File: config.mk
export PLATFORM = sky130hd
export DESIGN_NAME = ex_operand_stage
export DESIGN_NICKNAME = d
export VERILOG_FILES = /design/src/rtl/cpu_pkg.sv /design/src/rtl/ex_fwd_mux.sv /design/src/rtl/ex_operand_stage.sv
export SDC_FILE = /design/constraint.sdc
export NUM_CORES = 1
export LEC_CHECK = 0
export CORE_AREA = 2 2 164 166
export CTS_BUF_LIST = sky130_fd_sc_hd__clkbuf_8
export DETAILED_ROUTE_END_ITERATION = 16
export DIE_AREA = 0 0 166 168
export GPL_ROUTABILITY_DRIVEN = 0
export GPL_TIMING_DRIVEN = 1
export PLACE_DENSITY_LB_ADDON = 0.2
export SLEW_MARGIN = 20
export SYNTH_ARGS = -nofsm -noshare
export SYNTH_HDL_FRONTEND = slang
export SYNTH_SLANG_ARGS = --single-unit
File: constraint.sdc
create_clock -name clk_i -period 3.17 [get_ports clk_i]
set_input_delay 0.4755 -clock clk_i [delete_from_list [all_inputs] [get_ports clk_i]]
set_output_delay 0.4755 -clock clk_i [all_outputs]
set_load 0.05 [all_outputs]
File: src/rtl/cpu_pkg.sv
// Shared CPU definitions: forwarding select encoding, ALU operation codes
// and writeback-select codes used by the execute-stage operand logic.
package cpu_pkg;

  // Source of a forwarded EX operand
  typedef enum logic [1:0] {
    FWD_NONE = 2'b00,  // registered register-file read data
    FWD_W    = 2'b01,  // writeback-stage result
    FWD_M    = 2'b10   // memory-stage ALU result
  } fwd_sel_t;

  // ALU operation codes carried on ALUctrl
  localparam logic [2:0] ALU_ADD   = 3'b000;
  localparam logic [2:0] ALU_SUB   = 3'b001;
  localparam logic [2:0] ALU_AND   = 3'b010;
  localparam logic [2:0] ALU_OR    = 3'b011;
  localparam logic [2:0] ALU_XOR   = 3'b100;
  localparam logic [2:0] ALU_SLT   = 3'b101;
  localparam logic [2:0] ALU_SRL   = 3'b110;
  localparam logic [2:0] ALU_PASSB = 3'b111;

  // Writeback select codes carried on ResultSrc
  localparam logic [1:0] RESULTSRC_ALU = 2'b00;
  localparam logic [1:0] RESULTSRC_MEM = 2'b01;
  localparam logic [1:0] RESULTSRC_PC4 = 2'b10;

endpackage

File: src/rtl/ex_fwd_mux.sv
// Forwarding selector for one EX source operand. The memory stage wins over
// writeback when both target the same register; register x0 is never
// forwarded because it is hard-wired to zero.
module ex_fwd_mux
  import cpu_pkg::*;
#(
  parameter int DATA_WIDTH     = 32,
  parameter int REG_ADDR_WIDTH = 5
) (
  input  logic [REG_ADDR_WIDTH-1:0] rs_i,
  input  logic [DATA_WIDTH-1:0]     reg_val_i,
  input  logic [REG_ADDR_WIDTH-1:0] rd_m_i,
  input  logic                      regwrite_m_i,
  input  logic [DATA_WIDTH-1:0]     alu_result_m_i,
  input  logic [REG_ADDR_WIDTH-1:0] rd_w_i,
  input  logic                      regwrite_w_i,
  input  logic [DATA_WIDTH-1:0]     result_w_i,
  output logic [1:0]                sel_o,
  output logic [DATA_WIDTH-1:0]     val_o
);

  fwd_sel_t sel;
  logic     hit_m;
  logic     hit_w;

  assign hit_m = regwrite_m_i && (rd_m_i != '0) && (rd_m_i == rs_i);
  assign hit_w = regwrite_w_i && (rd_w_i != '0) && (rd_w_i == rs_i);

  // Pick the youngest in-flight producer of rs, else the register file value
  always_comb begin
    sel   = FWD_NONE;
    val_o = reg_val_i;
    if (hit_m) begin
      sel   = FWD_M;
      val_o = alu_result_m_i;
    end else if (hit_w) begin
      sel   = FWD_W;
      val_o = result_w_i;
    end
  end

  assign sel_o = sel;

endmodule

File: src/rtl/ex_operand_stage.sv
// ID/EX pipeline register plus ALU operand selection.
// Build option: define EX_FORWARDING_EN to resolve EX data hazards by
// forwarding from the MEM and WB stages; without it the registered
// register-file data is used directly and the hazard unit must stall on
// every RAW dependence.
module ex_operand_stage
  import cpu_pkg::*;
#(
  parameter int DATA_WIDTH     = 32,
  parameter int CONTROL_WIDTH  = 3,
  parameter int REG_ADDR_WIDTH = 5,
  parameter int PC_WIDTH       = 32
) (
  input  logic                      clk_i,
  input  logic                      rst_ni,
  input  logic                      stall_i,
  input  logic                      flush_i,
  input  logic                      valid_i,
  input  logic [CONTROL_WIDTH-1:0]  ALUctrl_i,
  input  logic                      ALUSrc_i,
  input  logic [DATA_WIDTH-1:0]     RD1_i,
  input  logic [DATA_WIDTH-1:0]     RD2_i,
  input  logic [DATA_WIDTH-1:0]     ImmExt_i,
  input  logic [PC_WIDTH-1:0]       PC_i,
  input  logic [REG_ADDR_WIDTH-1:0] Rs1_i,
  input  logic [REG_ADDR_WIDTH-1:0] Rs2_i,
  input  logic [REG_ADDR_WIDTH-1:0] Rd_i,
  input  logic                      RegWrite_i,
  input  logic                      MemWrite_i,
  input  logic                      Branch_i,
  input  logic                      Jump_i,
  input  logic [1:0]                ResultSrc_i,
  input  logic [REG_ADDR_WIDTH-1:0] RdM_i,
  input  logic                      RegWriteM_i,
  input  logic [DATA_WIDTH-1:0]     ALUResultM_i,
  input  logic [REG_ADDR_WIDTH-1:0] RdW_i,
  input  logic                      RegWriteW_i,
  input  logic [DATA_WIDTH-1:0]     ResultW_i,
  output logic                      valid_o,
  output logic [CONTROL_WIDTH-1:0]  ALUctrl_o,
  output logic [DATA_WIDTH-1:0]     SrcA_o,
  output logic [DATA_WIDTH-1:0]     SrcB_o,
  output logic [DATA_WIDTH-1:0]     WriteData_o,
  output logic [PC_WIDTH-1:0]       PC_o,
  output logic [DATA_WIDTH-1:0]     ImmExt_o,
  output logic [REG_ADDR_WIDTH-1:0] Rd_o,
  output logic [REG_ADDR_WIDTH-1:0] Rs1_o,
  output logic [REG_ADDR_WIDTH-1:0] Rs2_o,
  output logic                      RegWrite_o,
  output logic                      MemWrite_o,
  output logic                      Branch_o,
  output logic                      Jump_o,
  output logic [1:0]                ResultSrc_o
);

  logic                      valid_q,     valid_d;
  logic [CONTROL_WIDTH-1:0]  aluctrl_q,   aluctrl_d;
  logic                      alusrc_q,    alusrc_d;
  logic [DATA_WIDTH-1:0]     rd1_q,       rd1_d;
  logic [DATA_WIDTH-1:0]     rd2_q,       rd2_d;
  logic [DATA_WIDTH-1:0]     imm_q,       imm_d;
  logic [PC_WIDTH-1:0]       pc_q,        pc_d;
  logic [REG_ADDR_WIDTH-1:0] rs1_q,       rs1_d;
  logic [REG_ADDR_WIDTH-1:0] rs2_q,       rs2_d;
  logic [REG_ADDR_WIDTH-1:0] rd_q,        rd_d;
  logic                      regwrite_q,  regwrite_d;
  logic                      memwrite_q,  memwrite_d;
  logic                      branch_q,    branch_d;
  logic                      jump_q,      jump_d;
  logic [1:0]                resultsrc_q, resultsrc_d;

  logic [DATA_WIDTH-1:0]     src_a;
  logic [DATA_WIDTH-1:0]     fwd_rd2;

  // Next state: flush inserts a bubble (even under stall), stall holds,
  // otherwise capture decode; state-changing controls are valid-qualified
  always_comb begin
    valid_d     = valid_q;
    aluctrl_d   = aluctrl_q;
    alusrc_d    = alusrc_q;
    rd1_d       = rd1_q;
    rd2_d       = rd2_q;
    imm_d       = imm_q;
    pc_d        = pc_q;
    rs1_d       = rs1_q;
    rs2_d       = rs2_q;
    rd_d        = rd_q;
    regwrite_d  = regwrite_q;
    memwrite_d  = memwrite_q;
    branch_d    = branch_q;
    jump_d      = jump_q;
    resultsrc_d = resultsrc_q;
    if (flush_i) begin
      valid_d     = 1'b0;
      aluctrl_d   = '0;
      alusrc_d    = 1'b0;
      rd1_d       = '0;
      rd2_d       = '0;
      imm_d       = '0;
      pc_d        = '0;
      rs1_d       = '0;
      rs2_d       = '0;
      rd_d        = '0;
      regwrite_d  = 1'b0;
      memwrite_d  = 1'b0;
      branch_d    = 1'b0;
      jump_d      = 1'b0;
      resultsrc_d = '0;
    end else if (!stall_i) begin
      valid_d     = valid_i;
      aluctrl_d   = ALUctrl_i;
      alusrc_d    = ALUSrc_i;
      rd1_d       = RD1_i;
      rd2_d       = RD2_i;
      imm_d       = ImmExt_i;
      pc_d        = PC_i;
      rs1_d       = Rs1_i;
      rs2_d       = Rs2_i;
      rd_d        = Rd_i;
      regwrite_d  = valid_i & RegWrite_i;
      memwrite_d  = valid_i & MemWrite_i;
      branch_d    = valid_i & Branch_i;
      jump_d      = valid_i & Jump_i;
      resultsrc_d = ResultSrc_i;
    end
  end

  // ID/EX register bank with asynchronous clear
  always_ff @(posedge clk_i or negedge rst_ni) begin
    if (!rst_ni) begin
      valid_q     <= 1'b0;
      aluctrl_q   <= '0;
      alusrc_q    <= 1'b0;
      rd1_q       <= '0;
      rd2_q       <= '0;
      imm_q       <= '0;
      pc_q        <= '0;
      rs1_q       <= '0;
      rs2_q       <= '0;
      rd_q        <= '0;
      regwrite_q  <= 1'b0;
      memwrite_q  <= 1'b0;
      branch_q    <= 1'b0;
      jump_q      <= 1'b0;
      resultsrc_q <= '0;
    end else begin
      valid_q     <= valid_d;
      aluctrl_q   <= aluctrl_d;
      alusrc_q    <= alusrc_d;
      rd1_q       <= rd1_d;
      rd2_q       <= rd2_d;
      imm_q       <= imm_d;
      pc_q        <= pc_d;
      rs1_q       <= rs1_d;
      rs2_q       <= rs2_d;
      rd_q        <= rd_d;
      regwrite_q  <= regwrite_d;
      memwrite_q  <= memwrite_d;
      branch_q    <= branch_d;
      jump_q      <= jump_d;
      resultsrc_q <= resultsrc_d;
    end
  end

`ifdef EX_FORWARDING_EN
  // Forwarding re-evaluates every cycle from the registered source indices
  // and the live M/W buses, so it keeps tracking while the stage is stalled
  logic [1:0] fwd_a_sel_unused;
  logic [1:0] fwd_b_sel_unused;

  ex_fwd_mux #(
    .DATA_WIDTH    (DATA_WIDTH),
    .REG_ADDR_WIDTH(REG_ADDR_WIDTH)
  ) u_fwd_a (
    .rs_i          (rs1_q),
    .reg_val_i     (rd1_q),
    .rd_m_i        (RdM_i),
    .regwrite_m_i  (RegWriteM_i),
    .alu_result_m_i(ALUResultM_i),
    .rd_w_i        (RdW_i),
    .regwrite_w_i  (RegWriteW_i),
    .result_w_i    (ResultW_i),
    .sel_o         (fwd_a_sel_unused),
    .val_o         (src_a)
  );

  ex_fwd_mux #(
    .DATA_WIDTH    (DATA_WIDTH),
    .REG_ADDR_WIDTH(REG_ADDR_WIDTH)
  ) u_fwd_b (
    .rs_i          (rs2_q),
    .reg_val_i     (rd2_q),
    .rd_m_i        (RdM_i),
    .regwrite_m_i  (RegWriteM_i),
    .alu_result_m_i(ALUResultM_i),
    .rd_w_i        (RdW_i),
    .regwrite_w_i  (RegWriteW_i),
    .result_w_i    (ResultW_i),
    .sel_o         (fwd_b_sel_unused),
    .val_o         (fwd_rd2)
  );
`else
  // No forwarding: operands come straight from the pipeline register and
  // the M/W buses are deliberately left unused
  logic unused_fwd_inputs;
  assign unused_fwd_inputs = ^{RdM_i, RegWriteM_i, ALUResultM_i,
                               RdW_i, RegWriteW_i, ResultW_i};
  assign src_a   = rd1_q;
  assign fwd_rd2 = rd2_q;
`endif

  assign SrcA_o      = src_a;
  assign WriteData_o = fwd_rd2;
  assign SrcB_o      = alusrc_q ? imm_q : fwd_rd2;

  assign valid_o     = valid_q;
  assign ALUctrl_o   = aluctrl_q;
  assign PC_o        = pc_q;
  assign ImmExt_o    = imm_q;
  assign Rd_o        = rd_q;
  assign Rs1_o       = rs1_q;
  assign Rs2_o       = rs2_q;
  assign RegWrite_o  = regwrite_q;
  assign MemWrite_o  = memwrite_q;
  assign Branch_o    = branch_q;
  assign Jump_o      = jump_q;
  assign ResultSrc_o = resultsrc_q;

endmodule

# After elaboration in Yosys (flattened, before gate mapping)
# Index checks and enable logic that the tools add are counted.
dict set report totals {
  input_bits 234
  ram_bits 0
  latch_bits 0
  elab_cells 51
  rom_bits 0
  ff_bits 154
  memories 0
  out_inout_bits 185
}
dict set report classes {
  n_reduce_logical 0
  mul 0
  n_eq_ne 1
  div 0
  magnitude_cmp 0
  addsub 0
  muxes 31
  bitwise 4
  n_shift 0
}
# op n
set ops {}
lappend ops {{32-bit 2-to-1 mux} 9}
lappend ops {{5-bit 2-to-1 mux} 6}
lappend ops {{1-bit 2-to-1 mux} 12}
lappend ops {{3-bit 2-to-1 mux} 2}
lappend ops {{1-bit bitwise AND} 4}
lappend ops {{2-bit 2-to-1 mux} 2}
lappend ops {{2-bit by 1-bit inequality test with 1-bit output (second input constant)} 1}

# Logic depth before layout (Yosys ltp)
dict set report logic_depth {
  ltp_word 3
  mapped_depth 5
}

# Worst setup path after synthesis
# No wires, ideal clock.
dict set report synth_path {
  kind {register to output}
  start {register alusrc_q}
  end {output SrcB_o[10]}
  t_required_ns 2.694
  path_buffers 2
  path_stages_with_launch 4
  setup_slack_ns 1.578
  t_arrival_ns 1.117
  path_cell_list {dfrtp_1 buf_2 buf_2 mux2_2}
}
dict set report synth_between {
  elab_chain_len 1
}
# element line
set synth_lines {}
lappend synth_lines {{start: declaration} ex_operand_stage.sv:58} ;# logic alusrc_q, alusrc_d;
lappend synth_lines {{start signal: assignment} ex_operand_stage.sv:149} ;# alusrc_q <= alusrc_d;
lappend synth_lines {{32-bit 2-to-1 mux} ex_operand_stage.sv:214} ;# assign SrcB_o = alusrc_q ? imm_q : fwd_rd2;
lappend synth_lines {{end: declaration} ex_operand_stage.sv:42} ;# output logic [DATA_WIDTH-1:0] SrcB_o,
# No other way between the ends.

# Worst setup path in the final report
dict set report layout_path {
  start {register alusrc_q}
  end {output SrcB_o[2]}
}
# Same word-level chain as after synthesis.

==> metrics <==
root buf cell clkbuf_8; final number of max-transition violations 0; die area 0.0279 mm2; GRT Util Overall 14.1%; Cell Rows 60; initial antenna violation count 0; # diodes 0; area post-placement 0.0103 mm2; commonest non-fill, non-tap cell in the layout clkdlybuf4s50_1; dpl hpwl 13,500 um; Yosys reg bits 154; clk_skew 0 ns; Hold WS 0.452 ns; drt drc 0; worst-path fanout max 33; worst skew pair latency 0.44 ns; DIE HEIGHT 168 um; Max Cap Violations 0; largest net degree at the start of global routing 78; Int Power 3220 uW; CTS buffer count 17; Setup TNS 0 ns; R2R cell count 3; drt pass-1 iters 4; Syn Inst Count 530; clk sinks 154; crit start category flop; TritonCTS clock tree done; Rel. slew slack 53.6%; Tmin final 2.79 ns; Fmax 359 MHz; port bufs 342; RSZ-0062 raised after global routing no; Routed wire per std cell 16.2 um; H-tree lvl count 4; setup violators final 0; Vias/cell 4.21; share of cells above drive strength 1 8.92%; Initial Util 25.1%; commonest cells after routing, fill and taps aside 335 x clkdlybuf4s50_1, 154 x dfrtp_1, 151 x nor2_1; WL final 19,700 um; final core occ 40.5%; Mapped Nets 764; status finished clean; Worst-path clk slew 0.10 ns; warnings from Yosys 0; crit-path cells buf_4 -> mux2_2 -> clkdlybuf4s50_1; initial DRC count 235; kind of critical path reg2out; Net Sw Frac 35.1%; Fillers 2,551; Cell Pwr Density 465 mW/mm2; DP Cell Count 1,182; Critical Path RT 2.69 ns; clock buffer depth 2; Max stage delay cell, worst path clkdlybuf4s50_1; Sequential Power Share 43.2%; Hold Path Stages 2; via count 5,117; final instance area 0.0107 mm2; final cell count without fillers 1,215; worst slew pin tran 0.696 ns; part of the cycle the worst path needs 88.0%; delay of the slowest critical-path stage 0.72 ns; Synth Cell Area 0.00661 mm2; Antenna Nets Post-Route 0; Peak VDD IR 196 uV; P_sw 1740 uW; clock network power share 29.6%; crit path capture type output port; Final nets 1,095; post-synth cell types 11; Syn Area/Cell 12.5 um2; register area share after synthesis 58.3%; Layout area overhead 61.4%; first-pass GRT wire length 30,700 um; combinational fraction of design power 27.2%; number of hold violations in the final report 0; Pleak 0.00492 uW; GRT Residual Overflow 0; crit path DAT 2.31 ns; Core Box Area 0.0264 mm2; Die Width 166 um; I/O pin count 419; Hold Crit Class in2reg; vias in the first global route 5,233
-- routing by layer --
metal | wire length (um) | GRT usage [%] | vias up | share of wire [%]
met2 | 9230 | 22.1 | 208 | 47
li1 | - | - | 2437 | -
met3 | 1460 | 5.20 | 11 | 7.4
met1 | 8840 | 18.5 | 2461 | 45
met4 | 158 | 3.52 | 0 | 0.80
met5 | 0 | 0 | - | 0
-- power by group through the flow --
stage / sequential (uW) / combinational, uW / clock (uW)
3_3_place_gp: 2180 / 1360 / 0
5_1_grt: 2160 / 1420 / 1660
4_1_cts: 2140 / 1370 / 1560
2_1_floorplan: 2560 / 403 / 0
3_5_place_dp: 2180 / 1360 / 0
6_report: 2140 / 1350 / 1470
-- kinds of logic (layout without fill, tap and decap cells) --
group           after synthesis  in the layout  synth area share [%]
mux                         182            182                  28.2
flops                       154            154                  58.3
simple gates                152            152                  8.69
buf+inv                      38            382                  4.26
compound gates                4              4                 0.606
-- state kept, by name (all words and copies together), names as in the netlist, 2 cells and up --
register and cells:
Rd_o 5, Rs1_o 5, ALUctrl_o 3, PC_o 32, ImmExt_o 32, ResultSrc_o 2, SrcA_o 32, Rs2_o 5
WriteData_o 32
-- through the flow --
| stage | setup slack, ns | total power (uW) |
|---|---|---|
| 5_1_grt | 0.229 | 5240 |
| 4_1_cts | 0.307 | 5070 |
| 2_1_floorplan | 1.58 | 2960 |
| 3_5_place_dp | 0.840 | 3540 |
| 6_report | 0.381 | 4960 |
| 3_3_place_gp | 0.833 | 3540 |
-- synthesized netlist by cell type --
cell type,number,area [um2]
buf_2,9,45.0
buf_6,1,11.3
mux2_2,32,360
dfrtp_1,154,3850
mux2i_1,150,1500
nor2_1,151,567
buf_4,8,60.1
clkbuf_1,12,45.0
a32o_1,4,40.0
and2b_1,1,7.51
buf_8,8,120
-- repair_timing --
action / in CTS / in global routing
buffers inserted: 0 / 0
hold endpoints to repair: 47 / 0
hold buffers: 1 / 0
resized for setup: 0 / 0
-- worst max-delay path, delay by kind of cell (launching register included) --
family,cells,cell delay (ns)
buf+inv,2,1.12
mux,1,0.39
flops,1,0.33
-- final cells by class --
cell class / count / area (um2) / area share [%]
Multi-Input combinational cell: 338 / 2480 / 23.2
Clock inverter: 14 / 125 / 1.17
Sequential cell: 154 / 3850 / 36.1
Timing Repair Buffer: 350 / 3540 / 33.2
Tap cell: 341 / 427 / 4.00
Clock buffer: 18 / 248 / 2.32
-- final timing paths --
| check | from | endpoint | slack (ns) |
|---|---|---|---|
| max | alusrc_q$_DFFE_PN0P_ | SrcB_o[2] | 0.38 |
| min | flush_i | Rs1_o[0]$_DFFE_PN0P_ | 0.45 |
| max reg2reg | alusrc_q$_DFFE_PN0P_ | alusrc_q$_DFFE_PN0P_ | 2.13 |
| min reg2reg | RegWrite_o$_DFFE_PN0P_ | RegWrite_o$_DFFE_PN0P_ | 0.51 |
| max in group asynchronous | rst_ni | Rs1_o[2]$_DFFE_PN0P_ | 1.92 |
| min in group asynchronous | rst_ni | ImmExt_o[9]$_DFFE_PN0P_ | 0.56 |
Note: power is estimated with default switching activity, not from simulation.
